--- config.mk ---
export PLATFORM = sky130hd
export DESIGN_NAME = gb_mode_seq
export DESIGN_NICKNAME = d
export VERILOG_FILES = /design/src/rtl/gb_mode_seq.sv
export SDC_FILE = /design/constraint.sdc
export NUM_CORES = 1
export LEC_CHECK = 0
export BUFFER_PORTS_ARGS = -buffer_cell sky130_fd_sc_hd__buf_4
export CAP_MARGIN = 20
export CORE_MARGIN = 2
export CORE_UTILIZATION = 35
export CTS_CLUSTER_SIZE = 24
export DETAILED_ROUTE_END_ITERATION = 16
export GPL_TIMING_DRIVEN = 1
export PLACE_DENSITY = 0.57
export SYNTH_ARGS = -nofsm -noshare
export SYNTH_HDL_FRONTEND = slang
export SYNTH_SLANG_ARGS = --single-unit
--- constraint.sdc ---
create_clock -name i_clk -period 3.3 [get_ports i_clk]
set_clock_uncertainty 0.1 [all_clocks]
set_input_delay 0.33 -clock i_clk [delete_from_list [all_inputs] [get_ports i_clk]]
set_output_delay 0.33 -clock i_clk [all_outputs]
set_load 0.01 [all_outputs]
--- src/rtl/gb_mode_seq.sv ---
// Gearbox mode-change sequencer: drain the datapath, pulse the gearbox reset, settle, then acknowledge.
// Optional macro DDR_GB_SEQ_TIMEOUT_EN aborts a drain that never sees i_idle after TIMEOUT_CYC cycles.
module gb_mode_seq #(
    parameter int RST_CYC     = 8,
    parameter int SETTLE_CYC  = 4,
    parameter int TIMEOUT_CYC = 255
) (
    input  logic       i_clk,
    input  logic       i_rst_n,
    input  logic       i_req,
    input  logic [3:0] i_dwgb,
    input  logic [3:0] i_drgb,
    input  logic [2:0] i_dgb,
    input  logic [3:0] i_fgb,
    input  logic [3:0] i_wgb,
    input  logic       i_idle,
    output logic       o_ack,
    output logic       o_err,
    output logic       o_busy,
    output logic       o_dp_hold,
    output logic       o_dp_rst,
    output logic [3:0] o_dwgb,
    output logic [3:0] o_drgb,
    output logic [2:0] o_dgb,
    output logic [3:0] o_fgb,
    output logic [3:0] o_wgb
);

    typedef enum logic [2:0] {IDLE, DRAIN, RESET, SETTLE, DONE} state_t;

    state_t     state_q;
    logic [7:0] cnt_q;
    logic       ack_q, err_q, busy_q, hold_q, dprst_q;
    logic [3:0] dwgb_q, drgb_q, fgb_q, wgb_q;
    logic [2:0] dgb_q;
    logic [3:0] req_dwgb_q, req_drgb_q, req_fgb_q, req_wgb_q;
    logic [2:0] req_dgb_q;
    logic       req_legal_d;

    // Codes 1 and 3 are unsupported DFI write ratios; every datapath code is valid.
    always_comb begin
        req_legal_d = !((i_dwgb == 4'd1) || (i_dwgb == 4'd3) || (i_dwgb > 4'd8) ||
                        (i_drgb > 4'd9) || (i_fgb > 4'd10) || (i_wgb > 4'd10));
    end

    always_ff @(posedge i_clk or negedge i_rst_n) begin
        if (!i_rst_n) begin
            state_q    <= IDLE;
            cnt_q      <= '0;
            ack_q      <= 1'b0;
            err_q      <= 1'b0;
            busy_q     <= 1'b0;
            hold_q     <= 1'b0;
            dprst_q    <= 1'b0;
            dwgb_q     <= '0;
            drgb_q     <= '0;
            dgb_q      <= '0;
            fgb_q      <= '0;
            wgb_q      <= '0;
            req_dwgb_q <= '0;
            req_drgb_q <= '0;
            req_dgb_q  <= '0;
            req_fgb_q  <= '0;
            req_wgb_q  <= '0;
        end else begin
            case (state_q)
                IDLE: begin
                    if (i_req) begin
                        req_dwgb_q <= i_dwgb;
                        req_drgb_q <= i_drgb;
                        req_dgb_q  <= i_dgb;
                        req_fgb_q  <= i_fgb;
                        req_wgb_q  <= i_wgb;
                        busy_q     <= 1'b1;
                        if (req_legal_d) begin
                            state_q <= DRAIN;
                            hold_q  <= 1'b1;
                            cnt_q   <= 8'(TIMEOUT_CYC - 1);
                        end else begin
                            state_q <= DONE;
                            ack_q   <= 1'b1;
                            err_q   <= 1'b1;
                        end
                    end
                end
                DRAIN: begin
                    if (i_idle) begin
                        state_q <= RESET;
                        dprst_q <= 1'b1;
                        cnt_q   <= 8'(RST_CYC - 1);
                        dwgb_q  <= req_dwgb_q;
                        drgb_q  <= req_drgb_q;
                        dgb_q   <= req_dgb_q;
                        fgb_q   <= req_fgb_q;
                        wgb_q   <= req_wgb_q;
`ifdef DDR_GB_SEQ_TIMEOUT_EN
                    end else if (cnt_q == 8'd0) begin
                        state_q <= DONE;
                        hold_q  <= 1'b0;
                        ack_q   <= 1'b1;
                        err_q   <= 1'b1;
                    end else begin
                        cnt_q <= cnt_q - 8'd1;
                    end
`else
                    // Without the abort the counter just parks at zero while waiting.
                    end else if (cnt_q != 8'd0) begin
                        cnt_q <= cnt_q - 8'd1;
                    end
`endif
                end
                RESET: begin
                    if (cnt_q == 8'd0) begin
                        state_q <= SETTLE;
                        dprst_q <= 1'b0;
                        cnt_q   <= 8'(SETTLE_CYC - 1);
                    end else begin
                        cnt_q <= cnt_q - 8'd1;
                    end
                end
                SETTLE: begin
                    if (cnt_q == 8'd0) begin
                        state_q <= DONE;
                        hold_q  <= 1'b0;
                        ack_q   <= 1'b1;
                        err_q   <= 1'b0;
                    end else begin
                        cnt_q <= cnt_q - 8'd1;
                    end
                end
                DONE: begin
                    if (!i_req) begin
                        state_q <= IDLE;
                        ack_q   <= 1'b0;
                        err_q   <= 1'b0;
                        busy_q  <= 1'b0;
                    end
                end
                default: state_q <= IDLE;
            endcase
        end
    end

    assign o_ack     = ack_q;
    assign o_err     = err_q;
    assign o_busy    = busy_q;
    assign o_dp_hold = hold_q;
    assign o_dp_rst  = dprst_q;
    assign o_dwgb    = dwgb_q;
    assign o_drgb    = drgb_q;
    assign o_dgb     = dgb_q;
    assign o_fgb     = fgb_q;
    assign o_wgb     = wgb_q;

endmodule
==> qor_table.md <==
| Stage | Quantity | Reported |
| --- | --- | --- |
| final layout | Post-layout instance area | 3020 µm² |
| global routing | Global-route usage over all layers | 14.6% |
| yosys | Gate count of the mapped netlist | 244 |
| global routing | GRT Residual Overflow | 0 |
| yosys | Synthesized area divided by synthesized cell count | 10.2 µm² |
| cts | Hold-fix buffer count after cts | 1 |
| worst hold path | Worst min path class | input port to flop |
| pwr | Power density normalized to cell area | 889 nW/µm² |
| pwr | Cell-internal power | 1.66 mW |
| pwr | Switching Power | 1.02 mW |
| cts | Clock tree from TritonCTS | built |
| yosys | EDFF count, synth | 0 |
| cts | Inserted Clock Buffers | 5 |
| final layout | Post-synthesis to final-layout area growth | 21.4% |
| timing | Number of hold violations in the final report | 0 |
| setup path | Classification of the worst setup path | flop to flop |
| setup path | Endpoint kind of the worst setup timing path | flop |
| global routing | Number of global-route vias before repair | 1,848 |
| timing | RSZ-0062 raised after global routing | no |
| global routing | Pin count of the biggest net entering global routing | 55 |
| cts | Setup fix buffers added after clock tree synthesis | 0 |
| floorplanning | Top-Level Pins | 47 |
| global routing | Number of antenna violations at the first check in global routing | 0 |
| yosys | Ys async rst share | 100% |
| floorplanning | Effective utilization at floorplan | 36.4% |
| pwr | P_leak | 1.45 nW |
| setup path | Required time of the critical path | 3.40 ns |
| detailed routing | Initial drt markers | 91 |
| cts | Cell at the root of the clock tree | sky130_fd_sc_hd__clkbuf_8 |
| pwr | IR drop worst, VDD | 0.366 mV |
| timing | Tcrit/Tclk final | 67.4% |
| detailed routing | Via count of the routed design | 1,886 |
| setup path | Worst R2R End | cnt_q[1] |
| pwr | Net switching share of the total power | 38.1% |
| setup path | Category of the worst setup path launch point | flop |
| placement | Placed instance count | 377 |
| setup path | Source of the worst register-to-register timing path | cnt_q[0] |
| detailed routing | Detailed-route DRC error count | 0 |
| setup path | Critical path endpoint | cnt_q[1] |
| placement | Detailed-placement wirelength estimate | 3680 µm |
| timing | Max-slew violation count | 0 |
| cts | Clock tree buffer depth | 2 |
| yosys | Sequential-to-total area share from yosys stat | 54.4% |
| cts | Number of gates given a new drive strength after cts | 0 |
| placement | Count of input and output buffers | 46 |
| pwr | Clock network power share | 14.8% |
| pwr | Sequential power share | 45.6% |
| cts | H-tree depth reported by CTS | 2 |
| timing | Max frequency | 450 MHz |
| timing | Final setup violation count | 0 |
| detailed routing | Total wirelength of the detailed-routed design | 5270 µm |
| yosys | Number of synthesized register bits | 54 |
| setup path | Arrival time of data at the critical path endpoint | 2.32 ns |
| placement | Placed cell areas | 2910 µm² |
| detailed routing | Number of optimization iterations in the first detailed-route pass | 4 |
| job | # Max-Cap Violations | 0 |
| timing | Worst max-slew margin expressed relative to the limit | 46.2% |
| timing | Shortest period the worst path allows | 2.22 ns |
| setup path | Worst Path Max Fanout | 8 |
| placement | Gp weighted congestion | 0.853 |
| cts | Insertion delay of the later-clocked pin in the worst-skew pair | 0.30 ns |
| detailed routing | Number of routed nets with antenna violations | 0 |
| status | Outcome | finished clean |
| final layout | # diodes | 0 |
| yosys | Syn nets | 268 |
| cts | Clock transition at path regs | 0.10 ns |
| yosys | Synthesized area | 2480 µm² |
| timing | Post-Route Setup TNS | 0 ns |
| cts | Number of clock sinks seen by CTS | 54 |
| yosys | Unique masters post-synth | 46 |
| yosys | Main synth FF type | sky130_fd_sc_hd__dfrtp_1 |
| timing | Least-Margin Pin Slew | 0.805 ns |
| global routing | Global-route wire length before repair | 8940 µm |
| setup path | Setup slack, reg-to-reg | 1.08 ns |
| floorplanning | Y dimension of the die | 88.3 µm |
| detailed routing | Wire length per cell | 13.6 µm |
| final layout | Most frequent cells in the layout | sky130_fd_sc_hd__nand2_1, sky130_fd_sc_hd__dfrtp_1, sky130_fd_sc_hd__buf_4, sky130_fd_sc_hd__mux2_2, sky130_fd_sc_hd__inv_1 |
| final layout | Share of cells above drive strength 1 | 29.3% |
| setup path | Launching element of the worst setup path | cnt_q[0] |
| yosys | Count of yosys warnings during synthesis | 0 |
| floorplanning | Count of standard-cell rows | 30 |
| setup path | Depth of the most critical reg-to-reg path | 6 |
| final layout | Most common library cell in the layout ignoring fill and taps | sky130_fd_sc_hd__nand2_1 |
| final layout | Final standard cell count with taps included and fillers excluded | 386 |
| floorplanning | Die X | 88.3 µm |
| floorplanning | Die Area | 7790 µm² |
| final layout | Layout net count | 313 |
| detailed routing | Number of vias per cell | 4.89 |
| pwr | Share of power burned in combinational logic | 39.6% |
| floorplanning | Core Box Area | 6830 µm² |
==> metal layers <==
layer | vias to the layer above | share of wire [%] | global-route usage, %
met1 | 906 | 49 | 20.8
met5 | - | 0 | 0
met3 | 4 | 5.7 | 3.82
li1 | 927 | - | -
met4 | 0 | 0.70 | 3.72
met2 | 49 | 45 | 22.3
==> cell type report <==
class / instances / area, µm²
inverters: 15 / 56.3
clock inverters: 2 / 16.3
well taps: 96 / 120
repair buffers: 48 / 363
flip-flops and latches: 54 / 1350
clock buffers: 6 / 82.6
multi-input cells: 165 / 1030
fillers: 667 / 3810
==> synth_stat cells, drive strengths merged, types with 2 or more instances <==
cell type,count,share of area (%)
o31a,2,0.81
a31oi,2,0.50
nand3,4,0.81
a2bb2oi,2,0.96
and2,3,0.76
nand4,2,0.50
nor3,4,1.7
o21ai,14,2.8
nor4,2,0.50
dfrtp,54,54
clkbuf,3,0.50
nor2,10,1.5
inv,15,2.3
a21oi,14,2.8
a22o,2,0.76
and3,2,0.50
a21o,3,0.91
nand2,60,9.1
mux2,21,9.5
buf,7,1.5
==> power by group through the flow <==
stage	registers, mW	logic, mW	clock network (mW)
2_1_floorplan	1.20	0.716	0
3_3_place_gp	1.23	1.06	0
5_1_grt	1.27	1.21	0.440
3_5_place_dp	1.24	1.07	0
4_1_cts	1.22	1.08	0.414
6_report	1.22	1.06	0.398
==> kinds of logic after synthesis <==
group	after synthesis	synth area share, %
AND/OR/NAND/NOR	92	17.4
flip-flops	54	54.4
AO/OA/AOI/OAI	48	12.8
buffers and inverters	25	4.23
multiplexers	22	9.92
XOR/XNOR	2	0.705
adder cells (fa/ha/maj)	1	0.503
==> worst max-delay path, stage by stage, from the launching register on <==
cell and delay [ns]:
sky130_fd_sc_hd__dfrtp_1 0.44, sky130_fd_sc_hd__inv_1 0.12, sky130_fd_sc_hd__ha_1 0.24, sky130_fd_sc_hd__nor4b_4 0.32, sky130_fd_sc_hd__o2111ai_2 0.21, sky130_fd_sc_hd__nand3_1 0.32, sky130_fd_sc_hd__mux2_2 0.37
==> sequential cells by signal, indices dropped and copies added, names as in the netlist, 3 cells and up <==
| name | count |
|---|---|
| cnt_q | 8 |
| o_fgb | 4 |
| o_dwgb | 4 |
| req_wgb_q | 4 |
| req_drgb_q | 4 |
| req_fgb_q | 4 |
| state_q | 3 |
| req_dgb_q | 3 |
| o_wgb | 4 |
| o_dgb | 3 |
| req_dwgb_q | 4 |
| o_drgb | 4 |
==> worst min path at each step <==
| stage | from | to | slack, ns | cells after the start |
|---|---|---|---|---|
| after global routing | i_dgb[0] | req_dgb_q[0] | 0.1 | 3 |
| final | i_drgb[0] | req_drgb_q[0] | 0.11 | 3 |
| after CTS | i_drgb[0] | req_drgb_q[0] | 0.10 | 3 |
| after detailed placement | i_rst_n | o_drgb[0] | 0.32 | 1 |
| after floorplan | i_rst_n | cnt_q[0] | -0.07 | 0 |
| after global placement | i_rst_n | o_drgb[0] | 0.32 | 1 |
==> stage by stage <==
| stage | hold WS [ns] | utilization (%) | total power [mW] | setup WS, ns |
|---|---|---|---|---|
| after global placement | 0.322 | 42.6 | 2.29 | 1.17 |
| after detailed placement | 0.322 | 42.6 | 2.31 | 1.10 |
| final | 0.111 | 44.2 | 2.68 | 1.08 |
| after floorplan | -0.0656 | - | 1.92 | 1.35 |
| after CTS | 0.105 | 44.2 | 2.71 | 1.09 |
| after global routing | 0.0992 | 44.2 | 2.91 | 0.910 |
Power figures use the tool's default switching activity.
